File: src/rtl/logic_issue_ctrl_if.sv
// Bus bundle between the issue stage, the LOGIC execution unit and writeback.
// Handshake semantics (req_* and wb_*): a transfer happens on a rising clock
// edge where valid and ready are both high; the sender holds its payload
// stable while valid is high and ready is low, and ready never depends on
// the transfer it is about to accept.
interface logic_issue_ctrl_if #(
  parameter int RD_W = 5
) ();
  // Issue stage -> controller
  logic            req_valid;
  logic            req_ready;
  logic [31:0]     req_op1;
  logic [31:0]     req_op2;
  logic [1:0]      req_mode1;
  logic [2:0]      req_mode2;
  logic [RD_W-1:0] req_rd;
  // Controller <-> LOGIC unit
  logic            lu_start;
  logic [1:0]      lu_use_part;
  logic [31:0]     lu_op1;
  logic [31:0]     lu_op2;
  logic [1:0]      lu_mode1;
  logic [2:0]      lu_mode2;
  logic            lu_done;
  logic [31:0]     lu_res;
  // Controller -> writeback
  logic            wb_valid;
  logic            wb_ready;
  logic [RD_W-1:0] wb_rd;
  logic [31:0]     wb_data;
  logic            wb_err;

  // Environment side: issue stage, LOGIC unit and writeback together.
  modport master (
    output req_valid, req_op1, req_op2, req_mode1, req_mode2, req_rd,
    input  req_ready,
    input  lu_start, lu_use_part, lu_op1, lu_op2, lu_mode1, lu_mode2,
    output lu_done, lu_res,
    input  wb_valid, wb_rd, wb_data, wb_err,
    output wb_ready
  );

  // Controller side.
  modport slave (
    input  req_valid, req_op1, req_op2, req_mode1, req_mode2, req_rd,
    output req_ready,
    output lu_start, lu_use_part, lu_op1, lu_op2, lu_mode1, lu_mode2,
    input  lu_done, lu_res,
    output wb_valid, wb_rd, wb_data, wb_err,
    input  wb_ready
  );
endinterface

File: src/rtl/logic_issue_ctrl.sv
// Issue/writeback sequencer in front of the LOGIC execution unit.
// Requests are buffered in a small FIFO, issued one at a time with a single
// start pulse, and the unit's result (or a timeout error) is held on the
// writeback port until accepted. flush empties everything synchronously.
module logic_issue_ctrl #(
  parameter int         FIFO_DEPTH = 2,
  parameter int         TIMEOUT    = 15,
  parameter logic [1:0] USE_PART   = 2'b00,
  parameter int         RD_W       = 5
) (
  input  logic               clk,
  input  logic               rst,
  input  logic               flush,
  logic_issue_ctrl_if.slave  bus,
  output logic               busy,
  output logic [1:0]         dbg_state
);

  localparam int PW = (FIFO_DEPTH > 1) ? $clog2(FIFO_DEPTH) : 1;
  localparam int CW = $clog2(FIFO_DEPTH + 1);
  localparam int TW = $clog2(TIMEOUT + 1);
  localparam int EW = 32 + 32 + 2 + 3 + RD_W;

  typedef enum logic [1:0] {
    S_IDLE  = 2'd0,
    S_ISSUE = 2'd1,
    S_WAIT  = 2'd2,
    S_WB    = 2'd3
  } state_t;

  state_t          state;
  state_t          state_nxt;

  logic [EW-1:0]   mem [FIFO_DEPTH];
  logic [EW-1:0]   wr_data;
  logic [PW-1:0]   wr_ptr;
  logic [PW-1:0]   rd_ptr;
  logic [CW-1:0]   count;
  logic            full;
  logic            empty;
  logic            push;
  logic            pop;
  logic            req_ready_int;

  logic [31:0]     op1_q;
  logic [31:0]     op2_q;
  logic [1:0]      mode1_q;
  logic [2:0]      mode2_q;
  logic [RD_W-1:0] rd_hold;
  logic [TW-1:0]   timer;
  logic [31:0]     wb_data_q;
  logic            wb_err_q;
  logic            timed_out;

  assign full          = (count == CW'(FIFO_DEPTH));
  assign empty         = (count == '0);
  // Gated by rst so the ready output is low for the whole reset period.
  assign req_ready_int = rst && !full && !flush;
  assign push          = bus.req_valid && req_ready_int;
  // No bypass: only an entry already stored at this edge can be popped.
  assign pop           = (state == S_IDLE) && !empty && !flush;
  assign timed_out     = (timer == TW'(TIMEOUT - 1));
  assign wr_data       = {bus.req_op1, bus.req_op2, bus.req_mode1,
                          bus.req_mode2, bus.req_rd};

  // FIFO storage; contents need no reset because count gates every read.
  always_ff @(posedge clk) begin
    if (push) begin
      mem[wr_ptr] <= wr_data;
    end
  end

  // FIFO pointers and occupancy; flush discards all buffered entries.
  always_ff @(posedge clk or negedge rst) begin
    if (!rst) begin
      wr_ptr <= '0;
      rd_ptr <= '0;
      count  <= '0;
    end else if (flush) begin
      wr_ptr <= '0;
      rd_ptr <= '0;
      count  <= '0;
    end else begin
      if (push) wr_ptr <= wr_ptr + PW'(1);
      if (pop)  rd_ptr <= rd_ptr + PW'(1);
      case ({push, pop})
        2'b10:   count <= count + CW'(1);
        2'b01:   count <= count - CW'(1);
        default: count <= count;
      endcase
    end
  end

  // FSM state register.
  always_ff @(posedge clk or negedge rst) begin
    if (!rst) begin
      state <= S_IDLE;
    end else begin
      state <= state_nxt;
    end
  end

  // FSM next state; flush overrides every transition.
  always_comb begin
    state_nxt = state;
    case (state)
      S_IDLE:  if (pop) state_nxt = S_ISSUE;
      S_ISSUE: state_nxt = S_WAIT;
      S_WAIT:  if (bus.lu_done || timed_out) state_nxt = S_WB;
      S_WB:    if (bus.wb_ready) state_nxt = S_IDLE;
      default: state_nxt = S_IDLE;
    endcase
    if (flush) state_nxt = S_IDLE;
  end

  // Operand capture at pop, WAIT timer, and result capture for writeback.
  always_ff @(posedge clk or negedge rst) begin
    if (!rst) begin
      op1_q     <= '0;
      op2_q     <= '0;
      mode1_q   <= '0;
      mode2_q   <= '0;
      rd_hold   <= '0;
      timer     <= '0;
      wb_data_q <= '0;
      wb_err_q  <= 1'b0;
    end else if (flush) begin
      timer <= '0;
    end else begin
      case (state)
        S_IDLE: begin
          if (pop) begin
            {op1_q, op2_q, mode1_q, mode2_q, rd_hold} <= mem[rd_ptr];
          end
        end
        S_ISSUE: begin
          timer <= '0;
        end
        S_WAIT: begin
          if (bus.lu_done) begin
            wb_data_q <= bus.lu_res;
            wb_err_q  <= 1'b0;
          end else if (timed_out) begin
            wb_data_q <= '0;
            wb_err_q  <= 1'b1;
          end else begin
            timer <= timer + TW'(1);
          end
        end
        default: begin
          timer <= timer;
        end
      endcase
    end
  end

  assign bus.req_ready   = req_ready_int;
  assign bus.lu_start    = (state == S_ISSUE) && !flush;
  assign bus.lu_use_part = rst ? USE_PART : 2'b00;
  assign bus.lu_op1      = op1_q;
  assign bus.lu_op2      = op2_q;
  assign bus.lu_mode1    = mode1_q;
  assign bus.lu_mode2    = mode2_q;
  assign bus.wb_valid    = (state == S_WB);
  assign bus.wb_rd       = rd_hold;
  assign bus.wb_data     = wb_data_q;
  assign bus.wb_err      = wb_err_q;
  assign busy            = (state != S_IDLE) || !empty;
  assign dbg_state       = state;

endmodule

File: src/flat_wrapper.sv
// flat-port wrapper written by rule: the top's interface ports become plain ports
module logic_issue_ctrl_flat 
#(
  parameter int         FIFO_DEPTH = 2,
  parameter int         TIMEOUT    = 15,
  parameter logic [1:0] USE_PART   = 2'b00,
  parameter int         RD_W       = 5
)
  (clk, rst, flush, busy, dbg_state, bus_req_valid, bus_req_op1, bus_req_op2, bus_req_mode1, bus_req_mode2, bus_req_rd, bus_req_ready, bus_lu_start, bus_lu_use_part, bus_lu_op1, bus_lu_op2, bus_lu_mode1, bus_lu_mode2, bus_lu_done, bus_lu_res, bus_wb_valid, bus_wb_rd, bus_wb_data, bus_wb_err, bus_wb_ready);
  logic_issue_ctrl_if #(.RD_W(RD_W)) bus_i ();
  input  logic clk;
  input  logic rst;
  input  logic flush;
  output logic busy;
  output logic [1:0] dbg_state;
  input wire logic [$bits(bus_i.req_valid)-1:0] bus_req_valid;
  input wire logic [$bits(bus_i.req_op1)-1:0] bus_req_op1;
  input wire logic [$bits(bus_i.req_op2)-1:0] bus_req_op2;
  input wire logic [$bits(bus_i.req_mode1)-1:0] bus_req_mode1;
  input wire logic [$bits(bus_i.req_mode2)-1:0] bus_req_mode2;
  input wire logic [$bits(bus_i.req_rd)-1:0] bus_req_rd;
  output wire logic [$bits(bus_i.req_ready)-1:0] bus_req_ready;
  output wire logic [$bits(bus_i.lu_start)-1:0] bus_lu_start;
  output wire logic [$bits(bus_i.lu_use_part)-1:0] bus_lu_use_part;
  output wire logic [$bits(bus_i.lu_op1)-1:0] bus_lu_op1;
  output wire logic [$bits(bus_i.lu_op2)-1:0] bus_lu_op2;
  output wire logic [$bits(bus_i.lu_mode1)-1:0] bus_lu_mode1;
  output wire logic [$bits(bus_i.lu_mode2)-1:0] bus_lu_mode2;
  input wire logic [$bits(bus_i.lu_done)-1:0] bus_lu_done;
  input wire logic [$bits(bus_i.lu_res)-1:0] bus_lu_res;
  output wire logic [$bits(bus_i.wb_valid)-1:0] bus_wb_valid;
  output wire logic [$bits(bus_i.wb_rd)-1:0] bus_wb_rd;
  output wire logic [$bits(bus_i.wb_data)-1:0] bus_wb_data;
  output wire logic [$bits(bus_i.wb_err)-1:0] bus_wb_err;
  input wire logic [$bits(bus_i.wb_ready)-1:0] bus_wb_ready;
  assign bus_i.req_valid = bus_req_valid;
  assign bus_i.req_op1 = bus_req_op1;
  assign bus_i.req_op2 = bus_req_op2;
  assign bus_i.req_mode1 = bus_req_mode1;
  assign bus_i.req_mode2 = bus_req_mode2;
  assign bus_i.req_rd = bus_req_rd;
  assign bus_req_ready = bus_i.req_ready;
  assign bus_lu_start = bus_i.lu_start;
  assign bus_lu_use_part = bus_i.lu_use_part;
  assign bus_lu_op1 = bus_i.lu_op1;
  assign bus_lu_op2 = bus_i.lu_op2;
  assign bus_lu_mode1 = bus_i.lu_mode1;
  assign bus_lu_mode2 = bus_i.lu_mode2;
  assign bus_i.lu_done = bus_lu_done;
  assign bus_i.lu_res = bus_lu_res;
  assign bus_wb_valid = bus_i.wb_valid;
  assign bus_wb_rd = bus_i.wb_rd;
  assign bus_wb_data = bus_i.wb_data;
  assign bus_wb_err = bus_i.wb_err;
  assign bus_i.wb_ready = bus_wb_ready;
  logic_issue_ctrl #(.FIFO_DEPTH(FIFO_DEPTH), .TIMEOUT(TIMEOUT), .USE_PART(USE_PART), .RD_W(RD_W)) u_core (.clk(clk), .rst(rst), .flush(flush), .bus(bus_i), .busy(busy), .dbg_state(dbg_state));
endmodule
File: config.mk
export PLATFORM = sky130hd
export DESIGN_NAME = logic_issue_ctrl_flat
export DESIGN_NICKNAME = d
export VERILOG_FILES = /design/src/rtl/logic_issue_ctrl_if.sv /design/src/rtl/logic_issue_ctrl.sv /design/src/flat_wrapper.sv
export SDC_FILE = /design/constraint.sdc
export NUM_CORES = 1
export LEC_CHECK = 0
export ABC_AREA = 1
export CELL_PAD_IN_SITES_DETAIL_PLACEMENT = 0
export CELL_PAD_IN_SITES_GLOBAL_PLACEMENT = 1
export CORE_ASPECT_RATIO = 1.75
export CORE_MARGIN = 1
export CORE_UTILIZATION = 45
export CTS_BUF_LIST = sky130_fd_sc_hd__clkbuf_8
export CTS_CLUSTER_DIAMETER = 80
export DETAILED_ROUTE_END_ITERATION = 8
export PLACE_DENSITY = 0.95
export SETUP_SLACK_MARGIN = 0.2
export SLEW_MARGIN = 30
export SYNTH_ARGS = -nofsm -noshare
export SYNTH_HDL_FRONTEND = slang
export SYNTH_SLANG_ARGS = --single-unit
export TNS_END_PERCENT = 30
File: constraint.sdc
create_clock -name clk -period 7.5 [get_ports clk]
set_input_delay 1.125 -clock clk [delete_from_list [all_inputs] [get_ports clk]]
set_output_delay 1.125 -clock clk [all_outputs]
set_load 0.01 [all_outputs]
Word level (Yosys, flattened, before mapping)
Memory sizes are Yosys's and may differ from the RTL's. A register that Yosys moved wholly into a read port is not among the register bits.
Cells that the tools add are included.
Widths: inputs -> output; s select.
{ "op_classes": {"n_reduce_logical": 24, "n_eq_ne": 12, "bitwise_logic": 1, "addsub": 5, "n_mux": 21} }
{ "ops": {"columns": ["cell", "count"], "rows": [
  ["$mux 32", 2],
  ["$mux 4", 3],
  ["$reduce_and 3->1", 4],
  ["$mux 2", 5],
  ["$ne 3x2->1 const B", 3],
  ["$eq 2x2->1 const B", 4],
  ["$mux 1", 8],
  ["$pmux 2 s4", 1],
  ["$pmux 4 s2", 1],
  ["$reduce_bool 2->1", 4],
  ["$logic_and 1x1->1", 6],
  ["$ne 3x3->1 const B", 2],
  ["$reduce_bool 3->1", 2],
  ["$add 4x1->4 const B", 1],
  ["$eq 2x1->1 const B", 2],
  ["$eq 4x4->1 const B", 1],
  ["$logic_not 1->1", 4],
  ["$logic_not 2->1", 2],
  ["$pmux 2 s2", 1],
  ["$add 1x1->1 const B", 2],
  ["$add 2x1->2 const B", 1],
  ["$logic_or 1x1->1", 2],
  ["$sub 2x1->2 const B", 1],
  ["$not 1->1", 1]
]} }
{ "word_totals": {"reg_bits": 43, "memories": 1, "output_inout_bits": 115, "ram_bits": 148, "in_bits": 112} }
{ "memory_table": {"columns": ["memory", "words", "word_bits", "read_ports", "rd_ports_with_merged_regs", "write_ports", "line", "source"], "rows": [
  ["u_core.mem", 2, 74, 1, 1, 1, "logic_issue_ctrl.sv:34", "logic [EW-1:0] mem [FIFO_DEPTH];"]
]} }

Longest topological paths before layout
Gate-level depths: netlist of the first run.
{ "logic_depth": {"word_depth": 8, "mapped_depth": 9} }

Worst setup path after synthesis of the first run
No wires, ideal clock.
{ "synth_path": {"kind": "input to register", "start": "in flush", "end": "mem u_core.mem[0][0] (netlist name) (enable)", "path_buffers": 1, "arrival_ns": 4.579, "path_stages": 4, "required_time_ns": 6.993, "setup_time_ns": 0.507, "path_slack_ns": 2.414, "path_cell_list": "buf_6 nor2_1 nand3_1 nor2_1"} }
{ "synth_between": {"elab_chain_cells": 5} }
{ "synth_rtl": {"columns": ["element", "line", "source"], "rows": [
  ["from (decl)", "flat_wrapper.sv:13", "input logic flush;"],
  ["$logic_not 1->1", "logic_issue_ctrl.sv:58", "assign req_ready_int = rst && !full && !flush;"],
  ["$logic_and 1x1->1", "logic_issue_ctrl.sv:58", null],
  ["$logic_and 1x1->1", "logic_issue_ctrl.sv:59", "assign push = bus.req_valid && req_ready_int;"],
  ["$mux 1", "logic_issue_ctrl.sv:68", "if (push) begin"],
  ["$mux 1 (not written as such)", "logic_issue_ctrl.sv:69", "mem[wr_ptr] <= wr_data;"],
  ["to (decl)", "logic_issue_ctrl.sv:34", null]
]} }
No other way between the ends.

Worst setup path after layout of the first run
{ "layout_path": {"start": "in flush", "end": "out bus_req_ready"} }
{ "layout_between": {"elab_chain_cells": 2} }
{ "layout_rtl": {"columns": ["element", "line", "source"], "rows": [
  ["$logic_not 1->1", "logic_issue_ctrl.sv:58", null],
  ["$logic_and 1x1->1", "logic_issue_ctrl.sv:58", null],
  ["to (decl)", "flat_wrapper.sv:22", "output wire logic [$bits(bus_i.req_ready)-1:0] bus_req_ready;"]
]} }
No other way between the ends.

==> metrics.md, run 1 <==
| Metric | Value |
|---|---|
| CTS root buf | clkbuf_8 |
| Clock Sinks | 265 |
| Core area | 21590 um^2 |
| Relative slew margins | 40.48% |
| Final Max Slew Viols | 0 |
| Syn avg cell area | 13.69 um^2 |
| Post-layout minimum cycle time | 3958 ps |
| Critical path peak fanout | 11 |
| Critical R2R Capture | u_core.mem[0][25] |
| Pin count of the biggest net entering global routing | 76 |
| Placer Congestion | 0.8041 |
| Power per cell area | 350.3 nW/um^2 |
| Post-synth ARST share | 44.15% |
| FF-to-FF setup slack | 5090 ps |
| Die Width | 114.3 um |
| IO buf count | 224 |
| TritonCTS clock tree | done |
| Hold buffers post-CTS | 0 |
| Antenna-violating nets left | 0 |
| Row count | 71 |
| Final hold vios | 0 |
| Post-route cell area | 13120 um^2 |
| CP startpoint | flush |
| RSZ-0062 raised after global routing | no |
| Share of cells above drive strength 1 | 10.34% |
| Initial antenna violation count | 2 |
| WP data arrival | 2830 ps |
| Worst-case clock buffer depth | 3 |
| R2R depth | 5 |
| Final setup violation count | 0 |
| Seq/Total Area, Yosys | 74.27% |
| Gr usage total | 18.75% |
| Post-Syn Area | 9926 um^2 |
| Clk_skew | 14.71 ps |
| Peak VDD IR | 0.1784 mV |
| Distinct cell type count after synthesis | 25 |
| Status | finished, final reports clean |
| Setup Crit Path Kind | input pin to output port |
| Post-DP Area | 12420 um^2 |
| Most common cell in the netlist | nor2_1 |
| Synth Flop Type | edfxtp_1 |
| Crit end category | output port |
| Critical R2R Launch | u_core.count[0] |
| Post-Syn Instances | 725 |
| First-pass GRT wire length | 32.50 mm |
| Detailed Place HPWL | 13.87 mm |
| Critical Path Sink | bus_req_ready |
| DR iter-0 viols | 290 |
| Die Area | 22680 um^2 |
| Synth Register Bits | 265 |
| Final wirelength | 21.00 mm |
| H-tree levels | 2 |
| Effective utilization at floorplan | 45.98% |
| Worst-margin pin slew | 892.8 ps |
| Final period util | 52.78% |
| Die span in y | 198.5 um |
| First-pass iteration count of the detailed router | 5 |
| DR vias/cell | 4.961 |
| Post-synth EDFFs | 148 |
| Cts repair resizes | 0 |
| Layout area overhead | 32.18% |
| Yosys top cell area share | 44.77% |
| Number of buffers created by CTS | 38 |
| WP data required | 6380 ps |
| Drt wl/cell | 16.38 um |
| Startpoint Class | input pin |
| Hold Crit Class | flip-flop to flip-flop |
| Fmax | 0.2526 GHz |
| Layout Nets | 1076 |
| Clk_lat worst skew | 510 ps |
| Max_cap viols | 0 |
| Post-synth top cells | 160 x nor2_1, 148 x edfxtp_1, 117 x dfrtp_1 |
| Vias in the first global route | 6388 |
| Ranking of synthesized cells by area | edfxtp_1 45%, dfrtp_1 29%, nor2_1 6.1%, o31ai_2 4.5%, nand2_1 3.7% |
| Ports | 227 |
| Total grt overflow | 0 |
| DRC | 0 |
| Setup TNS | 0 ps |
| Leakage Power | 5.290 nW |
| Yosys warns | 0 |
| Post-CTS Setup Repair Bufs | 0 |
| Worst-path clk slew | 60 ps |
| Synth area leader | edfxtp_1 |
| Vias | 6360 |
## worst min path at each step
| stage | cells after the start | from | slack, ps | endpoint |
|---|---|---|---|---|
| floorplan | 1 | u_core.wr_ptr | 480 | u_core.wr_ptr |
| global placement | 2 | u_core.bus.lu_op1[24] | 470 | u_core.bus.lu_op1[24] |
| detailed placement | 2 | u_core.bus.lu_op2[11] | 470 | u_core.bus.lu_op2[11] |
| CTS | 2 | u_core.bus.lu_op2[11] | 490 | u_core.bus.lu_op2[11] |
| global route | 1 | u_core.bus.wb_data[30] | 500 | u_core.bus.wb_data[30] |
| finish | 2 | u_core.bus.lu_op2[11] | 480 | u_core.bus.lu_op2[11] |
## report_power, final
part	internal, W	switching, W
clock	0.000492	0.000499
combinational	0.000793	0.000775
sequential	0.00186	0.000176
## per-layer routing
metal / vias up / track usage [%] / share of wire (%)
li1: 3035 / - / -
met5: - / 0 / 0
met1: 3066 / 19.90 / 37
met3: 49 / 4.266 / 5.5
met2: 210 / 34.05 / 53
met4: 0 / 10.10 / 3.8
## critical path, stage by stage
cell	delay, ps
clkdlybuf4s50_1	610
inv_2	280
nand2_1	100
nor2_2	160
clkdlybuf4s50_1	550
## registers in the layout, summed over array words and instances, names as in the netlist, 2 cells and up
name	cells
u_core.bus.lu_op1	32
u_core.bus.lu_mode1	2
u_core.mem	148
u_core.dbg_state	2
u_core.timer	4
u_core.bus.lu_op2	32
u_core.bus.wb_data	32
u_core.bus.lu_mode2	3
u_core.bus.wb_rd	5
u_core.count	2
## cell type report
| type | count | area (um^2) |
|---|---|---|
| Fill cell | 1686 | 8467 |
| Sequential cell | 265 | 7373 |
| Timing Repair Buffer | 234 | 2371 |
| Multi-Input combinational cell | 404 | 2282 |
| Clock buffer | 40 | 550.5 |
| Tap cell | 292 | 365.4 |
| Clock inverter | 28 | 111.4 |
| Inverter | 15 | 56.30 |
| Antenna cell | 4 | 10.01 |
## kinds of logic after synthesis
kind of cell / count (synthesis) / share of synthesized area [%]
other cells: 1 / 0.03778
fa+ha+maj: 6 / 0.7563
compound gates: 118 / 10.87
flops: 265 / 74.27
buf+inv: 57 / 3.088
simple gates: 278 / 10.98
## metrics by stage
| stage | setup WS [ps] | cells | total power [W] | hold slack [ps] | utilization (%) |
|---|---|---|---|---|---|
| 6_report | 3542 | 1282 | 0.004595 | 480.3 | 60.78 |
| 5_1_grt | 3476 | 1280 | 0.004862 | 504.7 | 60.75 |
| 4_1_cts | 3531 | 1277 | 0.004659 | 487.8 | 60.60 |
| 3_5_place_dp | 3262 | 1209 | 0.003645 | 472.7 | 57.54 |
| 3_3_place_gp | 3311 | 1206 | 0.003596 | 465.6 | 57.25 |
| 2_1_floorplan | 2414 | 726 | 0.002835 | 483.1 | - |
## placed cells by master, fill, tap and decap left out, drive strengths merged, types with 11 or more instances in the layout
cell type | Yosys | layout
edfxtp | 148 | 148
o31ai | 74 | 74
buf | 36 | 11
nand2 | 99 | 99
clkbuf | 6 | 40
clkdlybuf4s50 | 0 | 223
dfrtp | 117 | 117
nor2 | 161 | 161
a22o | 32 | 32
inv | 15 | 38
(Power assumes the default switching activity.)
==> run 2, diff against run 1 <==
--- a/config.mk
+++ b/config.mk
@@ -10,11 +10,11 @@
 export CELL_PAD_IN_SITES_GLOBAL_PLACEMENT = 1
 export CORE_ASPECT_RATIO = 1.75
 export CORE_MARGIN = 1
-export CORE_UTILIZATION = 45
+export CORE_UTILIZATION = 42
 export CTS_BUF_LIST = sky130_fd_sc_hd__clkbuf_8
 export CTS_CLUSTER_DIAMETER = 80
 export DETAILED_ROUTE_END_ITERATION = 8
-export PLACE_DENSITY = 0.95
+export PLACE_DENSITY = 0.92
 export SETUP_SLACK_MARGIN = 0.2
 export SLEW_MARGIN = 30
 export SYNTH_ARGS = -nofsm -noshare
==> constraint.sdc (replaced) <==
create_clock -name clk -period 4.1 [get_ports clk]
set_input_delay 0.615 -clock clk [delete_from_list [all_inputs] [get_ports clk]]
set_output_delay 0.615 -clock clk [all_outputs]
set_load 0.01 [all_outputs]
==> metrics.md, run 2 (same netlist as run 1, synthesis figures left out) <==
| Metric | Value |
|---|---|
| Final setup violation count | 0 (unchanged) |
| R2R depth | 8 (+3) |
| Commonest non-fill, non-tap cell in the layout | clkdlybuf4s50_1 |
| Fmax | 0.3454 GHz |
| Power per cell area | 662.2 nW/um^2 (+89%) |
| Vias in the first global route | 6395 (+0.11%) |
| Setup Crit Path Kind | input pin to output port |
| Placer Congestion | 0.8298 (+3.2%) |
| Total grt overflow | 0 (unchanged) |
| Antenna-violating nets left | 0 (unchanged) |
| Final period util | 70.61% |
| Post-CTS Setup Repair Bufs | 0 (unchanged) |
| Hold buffers post-CTS | 0 (unchanged) |
| Cts repair resizes | 0 (unchanged) |
| Pin count of the biggest net entering global routing | 76 (unchanged) |
| Number of buffers created by CTS | 39 (+2.6%) |
| Core area | 23240 um^2 (+7.7%) |
| Max reg flops | 148 (unchanged) |
| Leakage Power | 5.328 nW (+0.73%) |
| IO buf count | 224 (unchanged) |
| Register Area | 7373 um^2 (unchanged) |
| Total power | 0.008801 W (+92%) |
| TritonCTS clock tree | done |
| Clk_skew | 13.60 ps (-1.112 ps) |
| Die Width | 118.2 um (+3.4%) |
| DR iter-0 viols | 279 (-3.8%) |
| Multi-input logic area | 2280 um^2 (-0.11%) |
| Startpoint Class | input pin |
| CTS root buf | clkbuf_8 |
| Reg with most FFs | u_core.mem |
| Failing checks | design-rule violations |
| Layout Nets | 1079 (+0.28%) |
| Worst-path clk slew | 60 ps (about the same) |
| Final wirelength | 21.36 mm (+1.7%) |
| Critical path peak fanout | 11 (unchanged) |
| Worst-margin pin slew | 895.2 ps (+2.378 ps) |
| First-pass iteration count of the detailed router | 6 (+1) |
| DR vias/cell | 4.912 (-0.98%) |
| Max_cap viols | 0 (unchanged) |
| Gr usage total | 17.64% (-1.1 points) |
| Vias | 6381 (+0.33%) |
| H-tree levels | 2 (unchanged) |
| Critical R2R Capture | u_core.count[1] |
| Ports | 227 (unchanged) |
| Worst-case clock buffer depth | 3 (unchanged) |
| Share of cells above drive strength 1 | 11.60% (+1.3 points) |
| Fill count | 1849 (+9.7%) |
| Clk_lat worst skew | 540 ps (+30 ps) |
| WP data required | 3480 ps (-2900 ps) |
| Relative slew margins | 40.32% (-0.16 points) |
| Final Util | 57.19% (-3.6 points) |
| WP data arrival | 2280 ps (-550 ps) |
| Initial antenna violation count | 3 (+1) |
| Critical R2R Launch | u_core.dbg_state[0] |
| Peak VDD IR | 0.3254 mV (+82%) |
| Effective utilization at floorplan | 42.71% (-3.3 points) |
| First-pass GRT wire length | 32.93 mm (+1.3%) |
| Commonest non-fill, non-tap cells in the layout | 223 x clkdlybuf4s50_1, 158 x nor2_1, 148 x edfxtp_1, 116 x dfrtp_1, 99 x nand2_1 |
| Status | finished, violations left |
| Layout area overhead | 33.90% |
| Post-layout minimum cycle time | 2895 ps |
| Hold Crit Class | input pin to async pin |
| Crit end category | output port |
| RSZ-0062 raised after global routing | no |
| Final Max Slew Viols | 0 (unchanged) |
| Die span in y | 205.4 um (+3.5%) |
| Row count | 74 (+4.2%) |
| Clock Sinks | 265 (unchanged) |
| Final hold vios | 0 (unchanged) |
| Drt wl/cell | 16.45 um (+0.39%) |
| Die Area | 24280 um^2 (+7.0%) |
| FF-to-FF setup slack | 2130 ps (-2960 ps) |
| Detailed Place HPWL | 13.54 mm (-2.4%) |
| DRC | 4 (+4) |
==> run 2: report_power, final <==
part / switching [W] / internal, W / total, W
Combinational: 0.00144 / 0.00145 / 0.00289
Clock: 0.000967 / 0.00123 / 0.00220
Sequential: 0.000310 / 0.00340 / 0.00371
Total: 0.00271 / 0.00609 / 0.00880
==> run 2: area by class of cell <==
cell class / count / area share [%]
repair buffers: 236 / 17.80
clock inverters: 24 / 1.337
clock buffers: 47 / 4.867
multi-input cells: 404 / 17.15
inverters: 15 / 0.4237
diodes: 4 / 0.07532
well taps: 304 / 2.862
flip-flops and latches: 265 / 55.48
==> run 2: worst max-delay path by stage <==
stage                     startpoint          endpoint  cells past startpoint
final                          flush     bus_req_ready                      5
after CTS                      flush     bus_req_ready                      5
after detailed placement       flush     bus_req_ready                      5
after floorplan                flush  u_core.mem[0][0]                      4
after global placement         flush     bus_req_ready                      5
after global routing           flush     bus_req_ready                      5
==> run 2: metrics by stage <==
stage	hold slack, ps	setup slack [ps]	TNS [ps]	cells	area (um^2)
after floorplan	319.4	-476.2	-70480	726	9930
after global placement	465.3	1194	0	1222	12420
after detailed placement	468.7	1196	0	1224	12460
after CTS	259.0	1188	0	1295	13280
after global routing	268.4	1073	0	1297	13290
final	237.6	1205	0	1299	13290
==> run 2: layer usage <==
layer	track usage, %	routed length [um]	vias up
met5	0	0	-
met1	18.25	7772	3094
li1	-	-	3042
met4	10.49	817	0
met2	31.37	11440	200
met3	5.294	1328	45
==> run 2: critical path: stages <==
cell             delay (ps)
clkdlybuf4s50_1         590
inv_2                   270
nand2_1                 100
nor2_2                  150
clkdlybuf4s50_1         560
